**src/rtl/lp_serial_rx_pkg.sv**
```systemverilog
// Shared definitions for the LogicProbe serial receiver: byte-FSM state
// encoding, default line parameters shared with the transmitter, and helpers.
package lp_serial_rx_pkg;

  // Default line parameters, kept in step with the LogicProbe transmitter
  localparam int LP_CLK_FREQ    = 50000000;
  localparam int LP_BAUD        = 115200;

  // Depth of the rs232_rxd metastability synchroniser
  localparam int LP_SYNC_STAGES = 2;

  typedef enum logic [1:0] {
    ST_IDLE  = 2'd0,
    ST_START = 2'd1,
    ST_DATA  = 2'd2,
    ST_STOP  = 2'd3
  } rx_state_t;

  // Number of bytes making up one sample word
  function automatic int bytes_per_word(input int width);
    return width / 8;
  endfunction

endpackage

```
**src/rtl/lp_uart_rx_byte.sv**
```systemverilog
// 8N1 byte receiver: input synchroniser, bit timer and byte FSM.
// byte_done / frame_err are single-cycle strobes raised in the cycle the stop
// bit is sampled, so the word assembler can act on the same clock edge.
module lp_uart_rx_byte
  import lp_serial_rx_pkg::*;
#(
  parameter int DIV = 434
) (
  input  logic       clk,
  input  logic       reset_n,
  input  logic       rxd,
  output logic [7:0] rx_byte,
  output logic       byte_done,
  output logic       frame_err,
  output logic       line_idle
);

  localparam int              TW         = (DIV > 2) ? $clog2(DIV) : 1;
  localparam logic [TW-1:0]   TIMER_HALF = TW'(DIV / 2 - 1);
  localparam logic [TW-1:0]   TIMER_FULL = TW'(DIV - 1);

  logic [LP_SYNC_STAGES-1:0] sync_reg;
  logic                      rxd_s;

  rx_state_t     state_reg,    state_next;
  logic [TW-1:0] timer_reg,    timer_next;
  logic [2:0]    bit_idx_reg,  bit_idx_next;
  logic [7:0]    data_sr_reg,  data_sr_next;
  logic          wait_high_reg, wait_high_next;

  // Two-flop synchroniser; resets to the idle (high) line level
  always_ff @(posedge clk or negedge reset_n) begin
    if (!reset_n) sync_reg <= '1;
    else          sync_reg <= {sync_reg[LP_SYNC_STAGES-2:0], rxd};
  end

  assign rxd_s = sync_reg[LP_SYNC_STAGES-1];

  // FSM, bit timer and data shift register state
  always_ff @(posedge clk or negedge reset_n) begin
    if (!reset_n) begin
      state_reg     <= ST_IDLE;
      timer_reg     <= '0;
      bit_idx_reg   <= '0;
      data_sr_reg   <= '0;
      wait_high_reg <= 1'b0;
    end else begin
      state_reg     <= state_next;
      timer_reg     <= timer_next;
      bit_idx_reg   <= bit_idx_next;
      data_sr_reg   <= data_sr_next;
      wait_high_reg <= wait_high_next;
    end
  end

  // Next-state logic: start-bit qualification at mid-bit, then one sample per bit time
  always_comb begin
    state_next     = state_reg;
    timer_next     = timer_reg;
    bit_idx_next   = bit_idx_reg;
    data_sr_next   = data_sr_reg;
    wait_high_next = wait_high_reg;
    byte_done      = 1'b0;
    frame_err      = 1'b0;

    case (state_reg)
      ST_IDLE: begin
        timer_next   = '0;
        bit_idx_next = '0;
        if (wait_high_reg) begin
          // After a framing error a held-low line must return high before a new start
          if (rxd_s) wait_high_next = 1'b0;
        end else if (!rxd_s) begin
          state_next = ST_START;
        end
      end

      ST_START: begin
        if (timer_reg == TIMER_HALF) begin
          timer_next = '0;
          // Line back high at mid start bit: treat as a glitch, silently
          state_next = rxd_s ? ST_IDLE : ST_DATA;
        end else begin
          timer_next = timer_reg + TW'(1);
        end
      end

      ST_DATA: begin
        if (timer_reg == TIMER_FULL) begin
          timer_next   = '0;
          data_sr_next = {rxd_s, data_sr_reg[7:1]};
          bit_idx_next = bit_idx_reg + 3'd1;
          if (bit_idx_reg == 3'd7) state_next = ST_STOP;
        end else begin
          timer_next = timer_reg + TW'(1);
        end
      end

      ST_STOP: begin
        if (timer_reg == TIMER_FULL) begin
          timer_next = '0;
          state_next = ST_IDLE;
          if (rxd_s) begin
            byte_done = 1'b1;
          end else begin
            frame_err      = 1'b1;
            wait_high_next = 1'b1;
          end
        end else begin
          timer_next = timer_reg + TW'(1);
        end
      end

      default: state_next = ST_IDLE;
    endcase
  end

  assign rx_byte   = data_sr_reg;
  assign line_idle = (state_reg == ST_IDLE) && rxd_s && !wait_high_reg;

endmodule

```
**src/rtl/lp_serial_rx.sv**
```systemverilog
// LogicProbe dump-stream receiver: regroups received bytes (first byte most
// significant) into WIDTH-bit sample words and offers them on valid/ready.
module lp_serial_rx
  import lp_serial_rx_pkg::*;
#(
  parameter int CLK_FREQ  = LP_CLK_FREQ,
  parameter int BAUD      = LP_BAUD,
  parameter int WIDTH     = 128,
  parameter int IDLE_BITS = 20
) (
  input  logic             clk,
  input  logic             reset_in_n,
  input  logic             rs232_rxd,
  output logic [WIDTH-1:0] data_out,
  output logic             data_valid,
  input  logic             data_ready,
  output logic             frame_err,
  output logic             overrun
);

  localparam int             DIV       = CLK_FREQ / BAUD;
  localparam int             NBYTES    = bytes_per_word(WIDTH);
  localparam int             CW        = $clog2(NBYTES + 1);
  localparam logic [CW-1:0]  CNT_LAST  = CW'(NBYTES - 1);
  localparam int             IDLE_CLKS = IDLE_BITS * DIV;
  localparam int             IW        = $clog2(IDLE_CLKS + 1);
  localparam logic [IW-1:0]  IDLE_LAST = IW'(IDLE_CLKS - 1);

  logic [7:0]       rx_byte;
  logic             byte_done;
  logic             byte_frame_err;
  logic             line_idle;

  logic [CW-1:0]    count_reg;
  logic [WIDTH-1:0] word_sr_reg;
  logic [IW-1:0]    idle_cnt_reg;
  logic [WIDTH-1:0] data_out_reg;
  logic             data_valid_reg;
  logic             frame_err_reg;
  logic             overrun_reg;

  logic             word_done;
  logic [WIDTH-1:0] word_next;

  lp_uart_rx_byte #(
    .DIV (DIV)
  ) u_byte (
    .clk       (clk),
    .reset_n   (reset_in_n),
    .rxd       (rs232_rxd),
    .rx_byte   (rx_byte),
    .byte_done (byte_done),
    .frame_err (byte_frame_err),
    .line_idle (line_idle)
  );

  // The completing byte is merged combinationally so the word is ready on the stop-sample edge
  assign word_done = byte_done && (count_reg == CNT_LAST);
  assign word_next = (word_sr_reg << 8) | WIDTH'(rx_byte);

  // Byte counter, word shift register and mid-word idle timeout
  always_ff @(posedge clk or negedge reset_in_n) begin
    if (!reset_in_n) begin
      count_reg    <= '0;
      word_sr_reg  <= '0;
      idle_cnt_reg <= '0;
    end else begin
      if (byte_frame_err) begin
        count_reg    <= '0;
        idle_cnt_reg <= '0;
      end else if (byte_done) begin
        word_sr_reg  <= word_next;
        count_reg    <= word_done ? '0 : count_reg + CW'(1);
        idle_cnt_reg <= '0;
      end else if ((count_reg != '0) && line_idle) begin
        // A long quiet line mid-word means the sender restarted: drop the partial word
        if (idle_cnt_reg == IDLE_LAST) begin
          count_reg    <= '0;
          idle_cnt_reg <= '0;
        end else begin
          idle_cnt_reg <= idle_cnt_reg + IW'(1);
        end
      end else begin
        idle_cnt_reg <= '0;
      end
    end
  end

  // Holding register and valid/ready handshake; an unconsumed word is never overwritten
  always_ff @(posedge clk or negedge reset_in_n) begin
    if (!reset_in_n) begin
      data_out_reg   <= '0;
      data_valid_reg <= 1'b0;
      frame_err_reg  <= 1'b0;
      overrun_reg    <= 1'b0;
    end else begin
      frame_err_reg <= byte_frame_err;
      overrun_reg   <= 1'b0;
      if (word_done) begin
        if (!data_valid_reg || data_ready) begin
          data_out_reg   <= word_next;
          data_valid_reg <= 1'b1;
        end else begin
          overrun_reg <= 1'b1;
        end
      end else if (data_valid_reg && data_ready) begin
        data_valid_reg <= 1'b0;
      end
    end
  end

  assign data_out   = data_out_reg;
  assign data_valid = data_valid_reg;
  assign frame_err  = frame_err_reg;
  assign overrun    = overrun_reg;

endmodule

```
**config.mk**
```make
export PLATFORM = sky130hd
export DESIGN_NAME = lp_serial_rx
export DESIGN_NICKNAME = d
export VERILOG_FILES = /design/src/rtl/lp_serial_rx_pkg.sv /design/src/rtl/lp_uart_rx_byte.sv /design/src/rtl/lp_serial_rx.sv
export SDC_FILE = /design/constraint.sdc
export NUM_CORES = 1
export LEC_CHECK = 0
export ABC_AREA = 0
export BUFFER_PORTS_ARGS = -buffer_cell sky130_fd_sc_hd__buf_2
export CAP_MARGIN = 20
export CORE_ASPECT_RATIO = 1.25
export CORE_MARGIN = 4
export CORE_UTILIZATION = 36
export DETAILED_ROUTE_END_ITERATION = 16
export SLEW_MARGIN = 20
export SYNTH_ARGS = -nofsm -noshare
export SYNTH_HDL_FRONTEND = slang
export SYNTH_SLANG_ARGS = --single-unit
export TNS_END_PERCENT = 100
```
**constraint.sdc**
```tcl
create_clock -name clk -period 6.1 [get_ports clk]
set_input_delay 0.915 -clock clk [delete_from_list [all_inputs] [get_ports clk]]
set_output_delay 0.915 -clock clk [all_outputs]
set_load 0.01 [all_outputs]
```
==> results by group <==
Worst setup path
  • Crit path DAT: 3.94 ns
  • R2R depth: 7
  • Critical path required time: 6.53 ns
  • R2R setup slack: 2.58 ns
  • Worst-path fanout max: 87
  • CP Class: reg2reg
  • CP Launch Point: u_byte.timer_reg[0]
  • R2R Path End: data_out[38]
  • Worst setup SP type: flop
  • R2R Path Start: u_byte.timer_reg[0]
  • Setup crit end: data_out[38]
  • Crit path capture type: flop

Global routing
  • Total GRT Usage: 12.3%
  • Vias in the first global route: 6435
  • Global-route wire length before repair: 35800 um
  • GR Overflow Total: 0
  • Initial antenna violation count: 0
  • Largest net degree at the start of global routing: 164

Die
  • Die footprint: 0.0359 sq mm
  • Effective utilization at floorplan: 36.4%
  • Die H: 211 um
  • Row cnt: 74
  • Core area: 0.0326 sq mm
  • Io pins: 135
  • Die width: 170 um

Timing
  • Crit share post-route: 57.6%
  • Setup violations, final: 0
  • Highest clock rate: 284 MHz
  • Final hold vios: 0
  • Slew headroom: 39.1%
  • RSZ-0062 raised after global routing: no
  • Hold slack: 0.297 ns
  • TNS Setup: 0 ns
  • Max Slew Vio Count: 0
  • Min cycle time layout: 3.52 ns
  • Clock Skew: 0.00747 ns
  • Measured slew at the worst slew-check pin: 0.913 ns

Clocking
  • Post-CTS Setup Bufs: 0
  • Clk pin slew, worst setup/hold paths: 0.06 ns
  • CTS-repair resized insts: 0
  • # hold bufs at CTS: 0
  • Clk_lat worst skew: 0.54 ns
  • CTS tree: yes
  • H-Tree Depth: 1
  • Clock Tree Root: clkbuf_16
  • CTS max path bufs: 3
  • CTS buffer count: 29
  • CTS sink cnt: 295

Synth
  • Post-synthesis cell type count: 42
  • Synth top area cells: dfrtp_1, mux2_2, mux2_4
  • Post-synthesis compound-gate area fraction: 0.939%
  • EDFF count, synth: 0
  • Synth top area share: 61.8%
  • Mapped cell area: 0.0119 sq mm
  • Synth top cells by count: dfrtp_1, mux2_2, mux2_4, nor2_1, xnor2_1
  • Dominant synthesized flop cell: dfrtp_1
  • Cell count after synthesis: 737
  • Multiplexer share of the synthesized area: 27.7%
  • Synth Area in Simple Gates: 3.85%
  • Avg Synthesized Cell Area: 16.1 sq um
  • Most frequent cell after synthesis: dfrtp_1
  • Sequential fraction of the synthesis area: 62.3%
  • Flops & latches, synth: 295
  • YS warnings: 0
  • Mapped Nets: 754
  • Largest family of logic cells by synthesized area: multiplexers
  • Async S/R FF share, synth: 100%
  • Synth Area in Adders: 1.37%
  • Cell taking the most area after synthesis: dfrtp_1
  • Post-Synth XOR/XNOR Area: 1.55%

Route
  • Avg Vias per Cell: 4.70
  • Violation count after the first detailed-route iteration: 210
  • Routed WL: 22200 um
  • TritonRoute pass-1 iters: 4
  • Antenna viol nets, final: 0
  • DR WL/cell: 16.9 um
  • DRC Markers: 0
  • Vias: 6181

Cells and area
  • Fin nets: 893
  • Area Overhead vs Synth: 16.9%
  • FILL cells: 2957
  • Antenna cell count: 0
  • Largest register FFs: 128
  • Share of cells above drive strength 1: 49.4%
  • Area of the multi-input gates: 0.00421 sq mm
  • Sequential cell area: 0.00738 sq mm

Flow run
  • Max Cap Viol: 0

Status
  • Status: completed

Placement
  • GPL Wtd Cong: 0.744
  • Post-DP HPWL: 14400 um
  • PortBufs: 134

Min path
  • Hold WC Path Type: in2async

Power and ir drop
  • Max VDD drop: 0.187 mV
  • LEAKAGE: 7.55 nW
  • Cell Pwr Density: 270 mW/mm^2
## routing by layer
metal	vias to the layer above	routed length, um	GRT usage, %
met5	-	0	0
met3	38	1130	2.47
met2	113	10300	19.4
li1	2863	-	-
met1	3167	10200	17.3
met4	0	497	3.53
## metrics by stage
stage	area [sq um]	util, %	setup slack [ns]	power [W]	cells
2_1_floorplan	11900	-	4.15	0.00200	737
3_3_place_gp	12900	39.6	2.57	0.00204	1262
3_5_place_dp	12900	39.6	2.54	0.00204	1262
4_1_cts	13800	42.4	2.52	0.00381	1313
5_1_grt	13900	42.5	2.37	0.00390	1314
6_report	13900	42.5	2.58	0.00375	1314
## final cells by class
cell class,instances,share of cell area [%]
Multi-Input combinational cell,398,30.4
Sequential cell,295,53.3
Timing Repair Buffer,139,5.51
Clock buffer,42,5.95
Clock inverter,9,0.767
Inverter,13,0.352
Tap cell,418,3.77
## worst min path at each step
stage,from,to,slack [ns],cells past startpoint
4_1_cts,u_byte.sync_reg[0],u_byte.sync_reg[1],0.36,0
2_1_floorplan,u_byte.sync_reg[0],u_byte.sync_reg[1],0.35,0
3_3_place_gp,u_byte.sync_reg[0],u_byte.sync_reg[1],0.35,0
3_5_place_dp,u_byte.sync_reg[0],u_byte.sync_reg[1],0.35,0
6_report,reset_in_n,data_out[105],0.30,1
5_1_grt,reset_in_n,data_out[104],0.32,1
## critical path, cell delays in order (launching register included)
cell and delay, ns:
dfrtp_1 0.42, ha_1 0.21, and4bb_1 0.26, nand4_4 0.11
buf_4 0.59, nand3b_4 0.75, buf_12 0.58, mux2_4 0.35
## logic make-up (layout without fill, tap and decap cells)
logic type,count (synthesis),after routing
AOI/OAI and AO/OA,17,17
xor gates and xnor gates,21,21
adders and majority gates,13,13
buffers and inverters,44,203
DFF,295,295
muxes,259,259
and+or+nand+nor,88,88
## power breakdown
group / leakage, nW / internal [W] / switching (W)
logic: 3.00 / 0.00000480 / 0.0000370
clock network: 0.447 / 0.00102 / 0.000730
registers: 4.10 / 0.00196 / 0.00000104
total: 7.55 / 0.00298 / 0.000768
## layout by cell type, fill, tap and decap left out, types with 2 or more instances in the layout
master        n
ha_1         13
mux2_4      100
inv_1        13
nand2_1      13
buf_12        2
xnor2_1      17
nand4_1       5
xor2_1        4
nand2b_1      6
clkinvlp_4    3
clkbuf_1      8
mux2_2      154
dfstp_2       2
buf_4         2
clkinv_2      3
clkbuf_8      5
clkbuf_16    29
o22ai_1       2
bufinv_16     2
nor2_1       32
dfrtp_1     293
nor4_1        4
buf_2       133
nand3_1      11
nor3_1        6
mux2i_1       3
mux2_1        2
o21ai_0       8
No activity file was read; power rests on OpenSTA's default activity.
